### src/rtl/booth_pkg.sv
// ============================================================================
//  Module  : booth_pkg
//  Brief   : Shared state encoding and Booth decode constants for booth_seq_mult
//  Revision: 1.0
// ============================================================================
`default_nettype none

package booth_pkg;

    localparam int DEFAULT_WIDTH = 32;

    // {Q[0], Q_1} pairs that trigger an add or a subtract of M
    localparam logic [1:0] BOOTH_ADD = 2'b01;
    localparam logic [1:0] BOOTH_SUB = 2'b10;

    typedef enum logic [1:0] {
        IDLE = 2'd0,
        ITER = 2'd1,
        DONE = 2'd2
    } state_e;

endpackage

`default_nettype wire

### src/rtl/booth_step.sv
// ============================================================================
//  Module  : booth_step
//  Brief   : One combinational radix-2 Booth iteration (add/sub then shift)
//  Revision: 1.0
// ============================================================================
`default_nettype none

module booth_step
    import booth_pkg::*;
#(
    parameter int WIDTH = DEFAULT_WIDTH
) (
    input  logic [WIDTH:0]   a_i,
    input  logic [WIDTH-1:0] q_i,
    input  logic             q1_i,
    input  logic [WIDTH-1:0] m_i,
    output logic [WIDTH:0]   a_o,
    output logic [WIDTH-1:0] q_o,
    output logic             q1_o
);

    logic [WIDTH:0] m_ext;
    logic [WIDTH:0] sum;

    // One guard bit on A keeps the subtraction of the most-negative M exact
    assign m_ext = {m_i[WIDTH-1], m_i};

    always_comb begin
        sum = a_i;
        case ({q_i[0], q1_i})
            BOOTH_ADD: sum = a_i + m_ext;
            BOOTH_SUB: sum = a_i - m_ext;
            default:   sum = a_i;
        endcase
    end

    assign a_o  = {sum[WIDTH], sum[WIDTH:1]};
    assign q_o  = {sum[0], q_i[WIDTH-1:1]};
    assign q1_o = q_i[0];

endmodule

`default_nettype wire

### src/rtl/booth_seq_mult.sv
// ============================================================================
//  Module  : booth_seq_mult
//  Brief   : Sequential radix-2 Booth signed multiplier, WIDTH iterations/op
//  Revision: 1.0
// ============================================================================
`default_nettype none

module booth_seq_mult
    import booth_pkg::*;
#(
    parameter int WIDTH = DEFAULT_WIDTH
) (
    input  logic                 clk,
    input  logic                 rst,
    input  logic                 start,
    input  logic [WIDTH-1:0]     multiplicand,
    input  logic [WIDTH-1:0]     multiplier,
    output logic [2*WIDTH-1:0]   product,
    output logic                 busy,
    output logic                 done
);

    localparam int CNT_W = $clog2(WIDTH + 1);

    state_e               state_q, state_d;
    logic [WIDTH:0]       a_q, a_d;
    logic [WIDTH-1:0]     q_q, q_d;
    logic                 q1_q, q1_d;
    logic [WIDTH-1:0]     m_q, m_d;
    logic [CNT_W-1:0]     cnt_q, cnt_d;
    logic [2*WIDTH-1:0]   prod_q, prod_d;
    logic                 busy_q, busy_d;
    logic                 done_q, done_d;

    logic [WIDTH:0]       step_a;
    logic [WIDTH-1:0]     step_q;
    logic                 step_q1;

    booth_step #(
        .WIDTH (WIDTH)
    ) u_step (
        .a_i  (a_q),
        .q_i  (q_q),
        .q1_i (q1_q),
        .m_i  (m_q),
        .a_o  (step_a),
        .q_o  (step_q),
        .q1_o (step_q1)
    );

    always_ff @(posedge clk) begin
        if (rst) begin
            state_q <= IDLE;
            a_q     <= '0;
            q_q     <= '0;
            q1_q    <= 1'b0;
            m_q     <= '0;
            cnt_q   <= '0;
            prod_q  <= '0;
            busy_q  <= 1'b0;
            done_q  <= 1'b0;
        end else begin
            state_q <= state_d;
            a_q     <= a_d;
            q_q     <= q_d;
            q1_q    <= q1_d;
            m_q     <= m_d;
            cnt_q   <= cnt_d;
            prod_q  <= prod_d;
            busy_q  <= busy_d;
            done_q  <= done_d;
        end
    end

    always_comb begin
        state_d = state_q;
        a_d     = a_q;
        q_d     = q_q;
        q1_d    = q1_q;
        m_d     = m_q;
        cnt_d   = cnt_q;
        prod_d  = prod_q;
        busy_d  = busy_q;
        done_d  = 1'b0;

        case (state_q)
            IDLE: begin
                if (start) begin
                    m_d     = multiplicand;
                    q_d     = multiplier;
                    a_d     = '0;
                    q1_d    = 1'b0;
                    cnt_d   = CNT_W'(WIDTH);
                    busy_d  = 1'b1;
                    state_d = ITER;
                end
            end
            ITER: begin
                a_d   = step_a;
                q_d   = step_q;
                q1_d  = step_q1;
                cnt_d = cnt_q - CNT_W'(1);
                // Final iteration: the shifted {A,Q} already holds the product
                if (cnt_q == CNT_W'(1)) begin
                    prod_d  = {step_a[WIDTH-1:0], step_q};
                    done_d  = 1'b1;
                    state_d = DONE;
                end
            end
            DONE: begin
                busy_d  = 1'b0;
                state_d = IDLE;
            end
            default: begin
                state_d = IDLE;
            end
        endcase
    end

    assign product = prod_q;
    assign busy    = busy_q;
    assign done    = done_q;

endmodule

`default_nettype wire
### config.mk
export PLATFORM = sky130hd
export DESIGN_NAME = booth_seq_mult
export DESIGN_NICKNAME = d
export VERILOG_FILES = /design/src/rtl/booth_pkg.sv /design/src/rtl/booth_step.sv /design/src/rtl/booth_seq_mult.sv
export SDC_FILE = /design/constraint.sdc
export NUM_CORES = 1
export LEC_CHECK = 0
export CORE_ASPECT_RATIO = 0.7
export CORE_UTILIZATION = 43
export DETAILED_ROUTE_END_ITERATION = 12
export GPL_ROUTABILITY_DRIVEN = 0
export PLACE_DENSITY_LB_ADDON = 0.3
export SETUP_SLACK_MARGIN = 0.4
export SLEW_MARGIN = 40
export SYNTH_ARGS = -nofsm -noshare
export SYNTH_HDL_FRONTEND = slang
export SYNTH_SLANG_ARGS = --single-unit
### constraint.sdc
create_clock -name clk -period 4.8 [get_ports clk]
set_input_delay 0.48 -clock clk [delete_from_list [all_inputs] [get_ports clk]]
set_output_delay 0.48 -clock clk [all_outputs]
set_load 0.005 [all_outputs]
== Word level (Yosys, flattened, before mapping) ==
Index checks and enable logic that the tools add are counted.

* Add/subtract/negate cells: 3
* Multipliers: 0
* Divide/modulo/power cells: 0
* Magnitude comparators: 0
* Equal/unequal tests: 7
* Shift-type cells: 0
* Mux-type cells: 15
* Bitwise gates (word level): 1
* Reductions and logical operators: 9

{| class="wikitable"
|+ Operators by type and width
! kind !! count
|-
| $pmux W33 S2 || 2
|-
| $pmux W32 S2 || 1
|-
| $add A33 B33 Y33 || 1
|-
| $mux W33 || 1
|-
| $sub A33 B33 Y33 || 1
|-
| $mux W32 || 1
|-
| $pmux W6 S2 || 1
|-
| $reduce_and A2 Y1 || 5
|-
| $eq A6 B1 Y1 const B || 1
|-
| $mux W6 || 1
|-
| $sub A6 B1 Y6 const B || 1
|-
| $eq A2 B1 Y1 const B || 2
|-
| $eq A2 B2 Y1 const B || 2
|-
| $mux W2 || 2
|-
| $ne A2 B2 Y1 const B || 2
|-
| $pmux W1 S2 || 2
|-
| $pmux W2 S2 || 1
|-
| $reduce_bool A2 Y1 || 2
|-
| $mux W1 || 3
|-
| $logic_not A2 Y1 || 1
|-
| $reduce_or A2 Y1 || 1
|-
| $not A1 Y1 || 1
|}

* Register bits: 172
* Bits in latches: 0
* Memory bits (writable): 0
* Bits in read-only memories: 0
* Logic and storage cells: 44
* Memories kept: 0

== Depth between registers and ports, before layout ==
Gate-level depths: netlist of run 1.

* Depth after elaboration: 3
* Depth in mapped cells: 18

== Hierarchy ==
Synthesis of run 1 repeated with hierarchy kept, for this count alone.

* Cells, all modules: 1266
* Area total of the unflattened synthesis: 10376.2 um^2

{| class="wikitable"
|+ By module, submodules not included
! module !! times used !! cells an instance !! area an instance (um^2) !! seq. area each (um^2)
|-
| booth_seq_mult || 1 || 806 || 7382.1 || 3443.3
|-
| booth_step || 1 || 460 || 2994.1 || 0.0
|}

== Worst setup path after synthesis of run 1 ==
Ideal clock, no wire load.

* Path kind: register -> register
* Start point: register m_q[2]
* End point: register a_q[31]
* Library setup time: 0.132 ns
* Arrival time: 3.981 ns
* Data required time: 4.668 ns
* Setup slack: 0.687 ns
* Stages on the path, launching flop included: 17
* Path buffers: 0
* Period minus slack after synthesis: 4.113 ns
* Path through: dfxtp_1 or4_4 nor4b_1 and3_1 and2_1 nor3b_2 nor2_1 xnor2_1 ha_1 and2_1 nand3_1 a21oi_1 nor3_1 mux2_2 nor4b_4 mux2i_1 a21oi_1

* Cells in the longest elaborated chain, start to end: 3
* Elaborated cells on any way between the ends: 4
* Those cells by class: add/sub (2); mux (2)

{| class="wikitable"
|+ RTL lines
! element !! line !! RTL
|-
| start: declaration || booth_seq_mult.sv:29 || <nowiki>logic [WIDTH-1:0] m_q, m_d;</nowiki>
|-
| start signal: assignment || booth_seq_mult.sv:67 || <nowiki>m_q <= m_d;</nowiki>
|-
| $sub A33 B33 Y33 / $add A33 B33 Y33 (equally long branches) || booth_step.sv:32, booth_step.sv:31 ||
|-
| $pmux W33 S2 (*) || booth_step.sv:30 || <nowiki>case ({q_i[0], q1_i})</nowiki>
|-
| $pmux W33 S2 (*) || booth_seq_mult.sv:86 || <nowiki>case (state_q)</nowiki>
|-
| end signal: assignment || booth_seq_mult.sv:54 || <nowiki>a_q <= '0;</nowiki>
|-
| end signal: assignment || booth_seq_mult.sv:64 || <nowiki>a_q <= a_d;</nowiki>
|-
| end: declaration || booth_seq_mult.sv:26 || <nowiki>logic [WIDTH:0] a_q, a_d;</nowiki>
|}

Mark *: on every way between the ends. The rest lies on a longest branch, timed or not.
A chain may end at the register's enable or synchronous reset.

== Worst setup path after layout of run 1 ==
Ends and elaborated chain as after synthesis.

==> results.toml, run 1 <==
[status]
status = "finished, final reports clean"

[finish]
syn_to_final_growth_pct = 24.13
drive_above_1_share = 0.06878
final_nets = 1414
register_area_um2 = 3423
fillCellCount = 1937
multi_input_area_um2 = 5499
diodes = 0
fin_cells = 1599

[die]
core_area_um2 = 20870
fp.dieW_um = 177.0
ios = 133
fp.dieH_um = 124.5
rows = 44
dieArea_um2 = 22040
start_util = 0.4420

[route]
ant_nets = 0
firstDrtPassIters = 5
drt-initial-drc-count = 804
drc = 0
vias_per_cell = 5.549
routedWlPerCell_um = 16.03
via_count = 8873
totalWireLength_um = 25630

[critical_path]
endpoint_kind = "flop"
path_max_fanout = 6
worstPathArrival_ns = 4.43
crit_required_ns = 5.09
critical_path_class = "flop to flop"
cp-start-kind = "flop"

[sta]
slew_headroom = 0.4711
finalCritPeriodShare = 0.8626
finalClockSkew_ns = 0.009231
period_needed_ns = 4.140
final.setup.tns_ns = 0
setup_viol = 0
grt_setup_unrepaired = "no"
hold_viol = 0
finalMaxSlewViolations = 0
max_freq_mhz = 241.5
tightest_slew_ns = 0.7934

[clock_tree]
cts_hold_buffers = 0
cts-root-buf = "clkbuf_16"
cts_tree = "built"
numCtsBuffers = 17
clk_pin_slew_ns = 0.07
htree_num_levels = 4
clock_path_buffers = 2
clock-sinks = 171
clock_latency_ns = 0.44

[power]
p_int_uw = 2632
pwr-share-seq = 0.402
ir_drop_mv = 0.2696
powerDensity_nw_per_um2 = 337.4
p_comb_frac = 0.248
p_sw_frac = 0.3184
p_leak_uw = 0.004124
switchingPower_uw = 1230
p_clk_frac = 0.350

[yosys]
synth-simple-area-share = 0.2339
avgSynthCellArea_um2 = 7.577
synthAdderAreaFrac = 0.05102
yosysWarnings = 0
synth_top_area_share = 0.3712
yosys-top-cells-area = "dfxtp_1, a21oi_1, nand2_1, ha_1, xnor2_1"
yosys_most_used_dff = "dfxtp_1"
synth_top_area_cell = "dfxtp_1"
async_flop_share = 0
synth-compound-area-share = 0.2402
synth_cells = 1217
ys_types = 59
synthXorXnorAreaFrac = 0.05129
synthMuxAreaShare = 0.01018
synth_edf_count = 0
syn_nets = 1321
synth_top_family_by_area = "compound AO/OA/AOI/OAI gates"
synth_seq_area_share = 0.3712
syn_area_um2 = 9221
ys_ff_latch = 171

[global_route]
antenna_found_initial = 0
grt-ovfl-total = 0
grt_pass1_vias = 8257
grt_start_max_net_pins = 106
grtUsageTotal = 0.2355
grt_pass1_wl_um = 41900

[placed_design]
numPortBuffers = 132
place_inst = 1560
hpwl_um = 17850

[hold_path]
hold_class = "flop to flop"

[flow_run]
maxCapViolCount = 0
==> cell usage after synthesis (4+ instances only) <==
library cell and instances:
a21oi_1 186, and3_1 7, a211oi_1 18, nor4_1 8, nand4_1 4, a311oi_1 13, or2_2 5, o21a_1 8
nor3b_1 4, nand2_1 240, nor3_1 30, clkbuf_1 74, xnor2_1 48, or3_1 6, nand3_1 36, inv_1 22
buf_1 4, o211a_1 4, xor2_1 6, o311ai_0 4, o31ai_1 4, nand2b_1 7, ha_1 36, a31oi_1 16
and2_1 12, dfxtp_1 171, o21ai_0 29, mux2i_1 6, nor2_1 102, a22oi_1 32, a21o_1 21, o211ai_1 6
==> cell type report <==
cell class                 instances  share of cell area
timing repair buffer             154              0.1328
clock buffer                      20             0.03990
inverter                          23            0.007543
multi-input combinational        943              0.4804
sequential                       171              0.2991
clock inverter                    12             0.01006
tap                              276             0.03017
==> worst paths after layout <==
kind | from | to | slack [ns] | depth (start not counted)
worst min register to register | product[1]$_SDFFE_PP0P_ | product[1]$_SDFFE_PP0P_ | 0.46 | 2
worst min-delay path | product[1]$_SDFFE_PP0P_ | product[1]$_SDFFE_PP0P_ | 0.46 | 2
worst max-delay path | m_q[2]$_SDFFE_PP0P_ | a_q[31]$_SDFFE_PP0P_ | 0.66 | 16
worst max register to register | m_q[2]$_SDFFE_PP0P_ | a_q[31]$_SDFFE_PP0P_ | 0.66 | 16
==> layout by cell type (no fill, tap or decap), types with 8 or more instances in the layout <==
cell type	synthesis	final
clkbuf_16	0	17
ha_1	36	34
a21oi_1	186	182
nand2_1	240	240
inv_1	22	22
a22oi_1	32	32
buf_4	0	20
a311oi_1	13	13
nor3_1	30	28
nor2_1	102	99
clkdlybuf4s50_1	0	131
o21ai_0	29	27
xnor2_1	48	48
nand3_1	36	35
a211oi_1	18	18
a21o_1	21	21
o21a_1	8	8
dfxtp_1	171	171
a31oi_1	16	15
and2_1	12	10
==> registers in the layout, summed over array words and instances, names as in the netlist <==
name,flops
done,1
m_q,32
state_q,2
busy,1
cnt_q,6
q_q,32
a_q,32
q1_q,1
product,64
==> power by group through the flow <==
stage	sequential [uW]	clock [uW]	combinational (uW)
after floorplan	1560	0	671
after global placement	1580	0	903
after detailed placement	1580	0	919
after CTS	1550	1370	929
after global routing	1560	1440	1060
final	1550	1350	959
==> logic make-up (layout without fill, tap and decap cells) <==
kind of cell,count (synthesis),after routing
AND/OR/NAND/NOR,481,481
AO/OA/AOI/OAI,362,362
flip-flops,171,171
buffers and inverters,103,209
XOR/XNOR,54,54
adder cells (fa/ha/maj),37,37
multiplexers,9,9
==> metal layers <==
layer  track usage  vias to the layer above  wire [um]
li1              -                     4481          -
met3       0.05067                       23       1399
met1        0.3350                     4135      12620
met5             0                        -          0
met4       0.06288                        0        309
met2        0.3562                      234      11300
==> critical path, stage by stage (launching register included) <==
cell and delay, ns:
dfxtp_1 0.36, or4_4 0.59, nor4b_2 0.26, buf_4 0.18, and3_1 0.20, and2_4 0.19
nor3b_2 0.20, a21oi_1 0.10, xnor2_1 0.24, ha_2 0.34, a21oi_2 0.17, o21ai_1 0.13
and2_1 0.18, mux2_2 0.28, nor4b_4 0.27, mux2i_1 0.21, a21oi_1 0.07
==> through the flow <==
step	utilization	hold slack [ns]	total power, uW	area, um2	setup WS (ns)
5_1_grt	0.5486	0.4807	4059	11450	0.3951
4_1_cts	0.5434	0.4569	3854	11340	0.4319
3_3_place_gp	0.5139	0.4432	2483	10720	0.5191
2_1_floorplan	-	0.4448	2235	9221	0.6873
3_5_place_dp	0.5154	0.4475	2501	10750	0.3603
6_report	0.5486	0.4561	3862	11450	0.6597
==> what timing repair did <==
item / 4_1_cts / 5_1_grt
gates resized for setup: 3 / 16
hold endpoints to repair: 0 / 0
setup endpoints to repair: 2 / 15
pin swaps: 0 / 7
buffers inserted: 0 / 6
(Power assumes the default switching activity.)
==> inputs of run 2 (changes only) <==
--- a/config.mk
+++ b/config.mk
@@ -6,9 +6,9 @@
 export NUM_CORES = 1
 export LEC_CHECK = 0
 export CORE_ASPECT_RATIO = 0.7
-export CORE_UTILIZATION = 43
+export CORE_UTILIZATION = 35
+export CTS_BUF_LIST = sky130_fd_sc_hd__clkbuf_4
 export DETAILED_ROUTE_END_ITERATION = 12
-export GPL_ROUTABILITY_DRIVEN = 0
 export PLACE_DENSITY_LB_ADDON = 0.3
 export SETUP_SLACK_MARGIN = 0.4
 export SLEW_MARGIN = 40
==> run 2 against run 1 <==
Clock skew rose by 0.0088 ns. Clock power fell by 46%. Wire length rose by 6.3%. Critical path depth rose by 1. Via count barely moved. Setup slack got worse by 0.018 ns. Flip-flop and latch count did not move. Hold slack got worse by 0.073 ns. Register-to-register slack got worse by 0.02 ns. Total power fell by 16%. Combinational power rose by 2.2%.
==> results.toml, run 2 (synthesis gave the netlist of run 1 again) <==
[finish]
design_area_um2 = 11240
fillCellCount = 2645
multi_input_area_um2 = 5559
drive_above_1_share = 0.07229
layout_common_cells = "nand2_1, a21oi_1, dfxtp_1"
diodes = 0
fin_cells = 1659
layout_commonest_cell = "nand2_1"
largest_register_ffs = 64
final_core_util = 0.4367
final_nets = 1419
syn_to_final_growth_pct = 21.94
register_area_um2 = 3425

[critical_path]
max_stage_delay_ns = 0.58
crit_slowest_cell = "or4_4"
path_max_fanout = 6
critical_path_class = "flop to flop"
crit_required_ns = 5.24
critPathTopFamily = "simple AND/OR/NAND/NOR gates"
endpoint_kind = "flop"
critPathBufInv = 2
worstPathArrival_ns = 4.60
path_cells = "or4_4 -> nor4b_2 -> buf_4 -> and3_4 -> and2_4 -> nor3b_4 -> nor2_1 -> xnor2_1 -> ha_1 -> inv_1 -> o21bai_1 -> a21oi_2 -> o31a_1 -> nand3b_1 -> a21oi_1 -> a311oi_2 -> a311oi_1"
cp-start-kind = "flop"

[global_route]
antenna_found_initial = 0
grt_start_max_net_pins = 91
grt-ovfl-total = 0
grt_pass1_wl_um = 43260
grt_pass1_vias = 8179
grtUsageTotal = 0.2034

[power]
p_leak_uw = 0.003989
powerDensity_nw_per_um2 = 290.1
finalPower_uw = 3262
ir_drop_mv = 0.1545

[clock_tree]
cts_tree = "built"
cts-root-buf = "clkbuf_4"
clock_latency_ns = 0.59
clock_path_buffers = 2
cts_hold_buffers = 0
numCtsBuffers = 17
clk_pin_slew_ns = 0.14
htree_num_levels = 4
clock-sinks = 171

[die]
start_util = 0.3581
rows = 49
ios = 133
fp.dieW_um = 196.0
fp.dieH_um = 137.8
dieArea_um2 = 27010
core_area_um2 = 25750

[route]
drc = 0
vias_per_cell = 5.350
drt-initial-drc-count = 513
firstDrtPassIters = 5
via_count = 8875
totalWireLength_um = 27250
ant_nets = 0
routedWlPerCell_um = 16.42

[placed_design]
dpl-instance-area_um2 = 10880
place_inst = 1623
hpwl_um = 19500
place_congestion = 0.9311
numPortBuffers = 132

[sta]
finalClockSkew_ns = 0.01807
tightest_slew_ns = 0.7873
final.setup.tns_ns = 0
hold_viol = 0
slew_headroom = 0.4751
grt_setup_unrepaired = "no"
max_freq_mhz = 240.5
finalCritPeriodShare = 0.8664
finalMaxSlewViolations = 0
setup_viol = 0
period_needed_ns = 4.159

[hold_path]
hold_class = "input port to flop"

[flow_run]
maxCapViolCount = 0

[status]
status = "finished, final reports clean"
==> run 2: layout make-up <==
type                       instances  area share
clock buffer                      18     0.01202
clock inverter                    14    0.007121
inverter                          23    0.007678
timing repair buffer             159      0.1374
multi-input combinational        943      0.4944
sequential                       171      0.3046
tap                              331     0.03683
==> run 2: worst reg2reg max path: cells and delay by family (launching register included) <==
kind                       cells  cell delay, ns
DFF                            1            0.37
and+or+nand+nor                7            1.58
AOI/OAI and AO/OA              6            1.26
buffers and inverters          2            0.30
adders and majority gates      1            0.38
xor gates and xnor gates       1            0.12
==> run 2: power breakdown <==
group / leakage [uW] / switching (uW) / internal, uW
combinational: 0.00249 / 570 / 410
sequential: 0.00139 / 69.3 / 1490
clock: 0.000111 / 527 / 200
==> run 2: metal layers <==
metal  share of wire  track usage  up-vias
li1                -            -     4490
met4           0.014      0.05859        0
met2            0.42       0.3059      209
met1            0.52       0.2932     4151
met3           0.046      0.03819       25
met5               0            0        -
==> run 2: worst paths after layout <==
path	startpoint	endpoint	slack (ns)	cells past startpoint
max reg2reg	m_q[2]$_SDFFE_PP0P_	a_q[30]$_SDFFE_PP0P_	0.64	17
min reg2reg	product[1]$_SDFFE_PP0P_	product[1]$_SDFFE_PP0P_	0.46	2
max	m_q[2]$_SDFFE_PP0P_	a_q[30]$_SDFFE_PP0P_	0.64	17
min	rst	m_q[25]$_SDFFE_PP0P_	0.38	2
==> run 2: repair_timing <==
action	4_1_cts	5_1_grt
pin swaps	1	7
buffers inserted	0	4
hold endpoints to repair	0	0
setup endpoints to repair	2	17
gates cloned	0	0
gates resized for setup	3	24
==> run 2: per-stage QoR <==
stage / hold slack (ns) / worst slack (ns)
5_1_grt: 0.3550 / 0.4014
6_report: 0.3834 / 0.6414
4_1_cts: 0.3445 / 0.4349
3_5_place_dp: 0.4463 / 0.4129
3_3_place_gp: 0.4445 / 0.4569
2_1_floorplan: 0.4448 / 0.6873
==> inputs of run 3 (changes only) <==
--- a/config.mk
+++ b/config.mk
@@ -5,7 +5,9 @@
 export SDC_FILE = /design/constraint.sdc
 export NUM_CORES = 1
 export LEC_CHECK = 0
+export ABC_CLOCK_PERIOD_IN_PS = 4800
 export CORE_ASPECT_RATIO = 0.7
+export CORE_MARGIN = 3
 export CORE_UTILIZATION = 35
 export CTS_BUF_LIST = sky130_fd_sc_hd__clkbuf_4
 export DETAILED_ROUTE_END_ITERATION = 12
==> run 3 against run 2 <==
Maximum frequency is 0.11% higher. Cell count is 1.4% higher. Global-route usage is 0.86 points lower. Count of clock-buffer cells in the layout stayed put. Sequential power hardly changed.
==> results.toml, run 3 (synthesis gave the netlist of run 1 again) <==
[clock_tree]
clock_latency_ns = 0.60
numCtsBuffers = 17
clock-sinks = 171
clock_path_buffers = 2
clk_pin_slew_ns = 0.15
cts-root-buf = "clkbuf_4"
htree_num_levels = 4
cts_tree = "built"

[finish]
register_area_um2 = 3426
fillCellCount = 2629
multi_input_area_um2 = 5528
layout_common_cells = "nand2_1, a21oi_1, dfxtp_1"
fin_cells = 1682
final_core_util = 0.4373
largest_register_ffs = 64
syn_to_final_growth_pct = 22.41
layout_commonest_cell = "nand2_1"
drive_above_1_share = 0.07477
final_nets = 1415

[route]
firstDrtPassIters = 5
drc = 0
via_count = 8868
drt-initial-drc-count = 491
ant_nets = 0
vias_per_cell = 5.272
totalWireLength_um = 27560
routedWlPerCell_um = 16.39

[placed_design]
place_ws_ns = 0.3856
hpwl_um = 19420
place_inst = 1646
numPortBuffers = 132
place_congestion = 0.8983

[critical_path]
crit_required_ns = 5.28
crit_slowest_cell = "or4_4"
cp-startpoint = "m_q[2]$_SDFFE_PP0P_"
worstPathArrival_ns = 4.64
endpoint_kind = "flop"
max_stage_delay_ns = 0.58
path_cells = "or4_4 -> nor4b_2 -> buf_4 -> and3_1 -> and2_4 -> nor3b_4 -> nor2_1 -> xnor2_1 -> ha_2 -> and2_4 -> nand3_2 -> a21oi_2 -> nor3_1 -> mux2_2 -> nor4b_4 -> mux2i_1 -> a21oi_1"
path_max_fanout = 6
cp-start-kind = "flop"
critical_path_class = "flop to flop"
rr_worst_depth = 17
rr_startpoint = "m_q[2]$_SDFFE_PP0P_"
cpMostUsedCell = "and2_4"

[sta]
finalMaxSlewViolations = 0
finalCritPeriodShare = 0.8654
setup_viol = 0
final.setup.tns_ns = 0
fin_ws_ns = 0.6460
timing.hold.ws_ns = 0.3392
tightest_slew_ns = 0.7755
grt_setup_unrepaired = "yes"
hold_viol = 0
slew_headroom = 0.4830
finalClockSkew_ns = 0.01530
period_needed_ns = 4.154
max_freq_mhz = 240.7

[die]
dieArea_um2 = 28360
core_area_um2 = 25810
start_util = 0.3573
ios = 133
rows = 49
fp.dieH_um = 141.8
fp.dieW_um = 200.0

[power]
p_clk_frac = 0.244
p_sw_frac = 0.3538
ir_drop_mv = 0.1473
p_int_uw = 2156
switchingPower_uw = 1180
powerDensity_nw_per_um2 = 295.6
p_comb_frac = 0.290
p_leak_uw = 0.004000
pwr-share-seq = 0.466

[hold_path]
min_from = "rst"
hold_class = "input port to flop"
whs_path_depth = 2

[global_route]
antenna_found_initial = 0
grtUsageTotal = 0.1948
grt_pass1_wl_um = 44420
grt_start_max_net_pins = 95
grt_pass1_vias = 8353
grt-ovfl-total = 0

[flow_run]
maxCapViolCount = 0

[status]
status = "finished, final reports clean"
-- run 3: final cells by class --
class | instances | share of cell area
inverter | 23 | 0.007648
timing repair buffer | 155 | 0.1367
clock buffer | 18 | 0.01197
multi-input combinational | 943 | 0.4897
clock inverter | 14 | 0.01075
antenna | 1 | 0.0002217
sequential | 171 | 0.3035
tap | 357 | 0.03957
-- run 3: timing repair --
item                                    in CTS  in global routing
buffers inserted                             0                  3
hold buffers                                 0                  0
pin swaps                                    0                  6
endpoints found under the setup margin       2                 16
endpoints found under the hold margin        0                  0
resized for setup                            2                 21
-- run 3: through the flow --
stage / cell area, um2 / power [uW]
final: 11290 / 3336
after detailed placement: 10910 / 2524
after global placement: 10850 / 2507
after global routing: 11290 / 3552
after CTS: 11170 / 3348
after floorplan: 9221 / 2235
-- run 3: path summary, 6_finish.rpt --
| path | end | slack, ns |
|---|---|---|
| setup / recovery | a_q[31]$_SDFFE_PP0P_ | 0.65 |
| hold / removal | a_q[28]$_SDFFE_PP0P_ | 0.34 |
| setup reg to reg | a_q[31]$_SDFFE_PP0P_ | 0.65 |
| hold reg to reg | product[7]$_SDFFE_PP0P_ | 0.46 |
-- run 3: layer usage --
layer  global-route usage  vias to the layer above  wire [um]
met1               0.2864                     4183      14070
met5                    0                        -          0
li1                     -                     4470          -
met4              0.03963                        0        282
met2               0.2966                      193      11900
met3              0.03798                       22       1302
-- run 3: worst max-delay path: cells and delay by family (launching register included) --
kind	cells	cell delay (ns)
buffers and inverters	1	0.17
AO/OA/AOI/OAI	2	0.29
multiplexers	2	0.56
adder cells (fa/ha/maj)	1	0.39
AND/OR/NAND/NOR	10	2.13
flip-flops	1	0.38
XOR/XNOR	1	0.12
-- run 3: power by group through the flow --
stage	clock, uW	sequential [uW]	combinational (uW)
after floorplan	0	1560	671
after global placement	0	1580	924
after detailed placement	0	1580	939
after CTS	847	1550	948
after global routing	901	1570	1080
final	814	1560	967
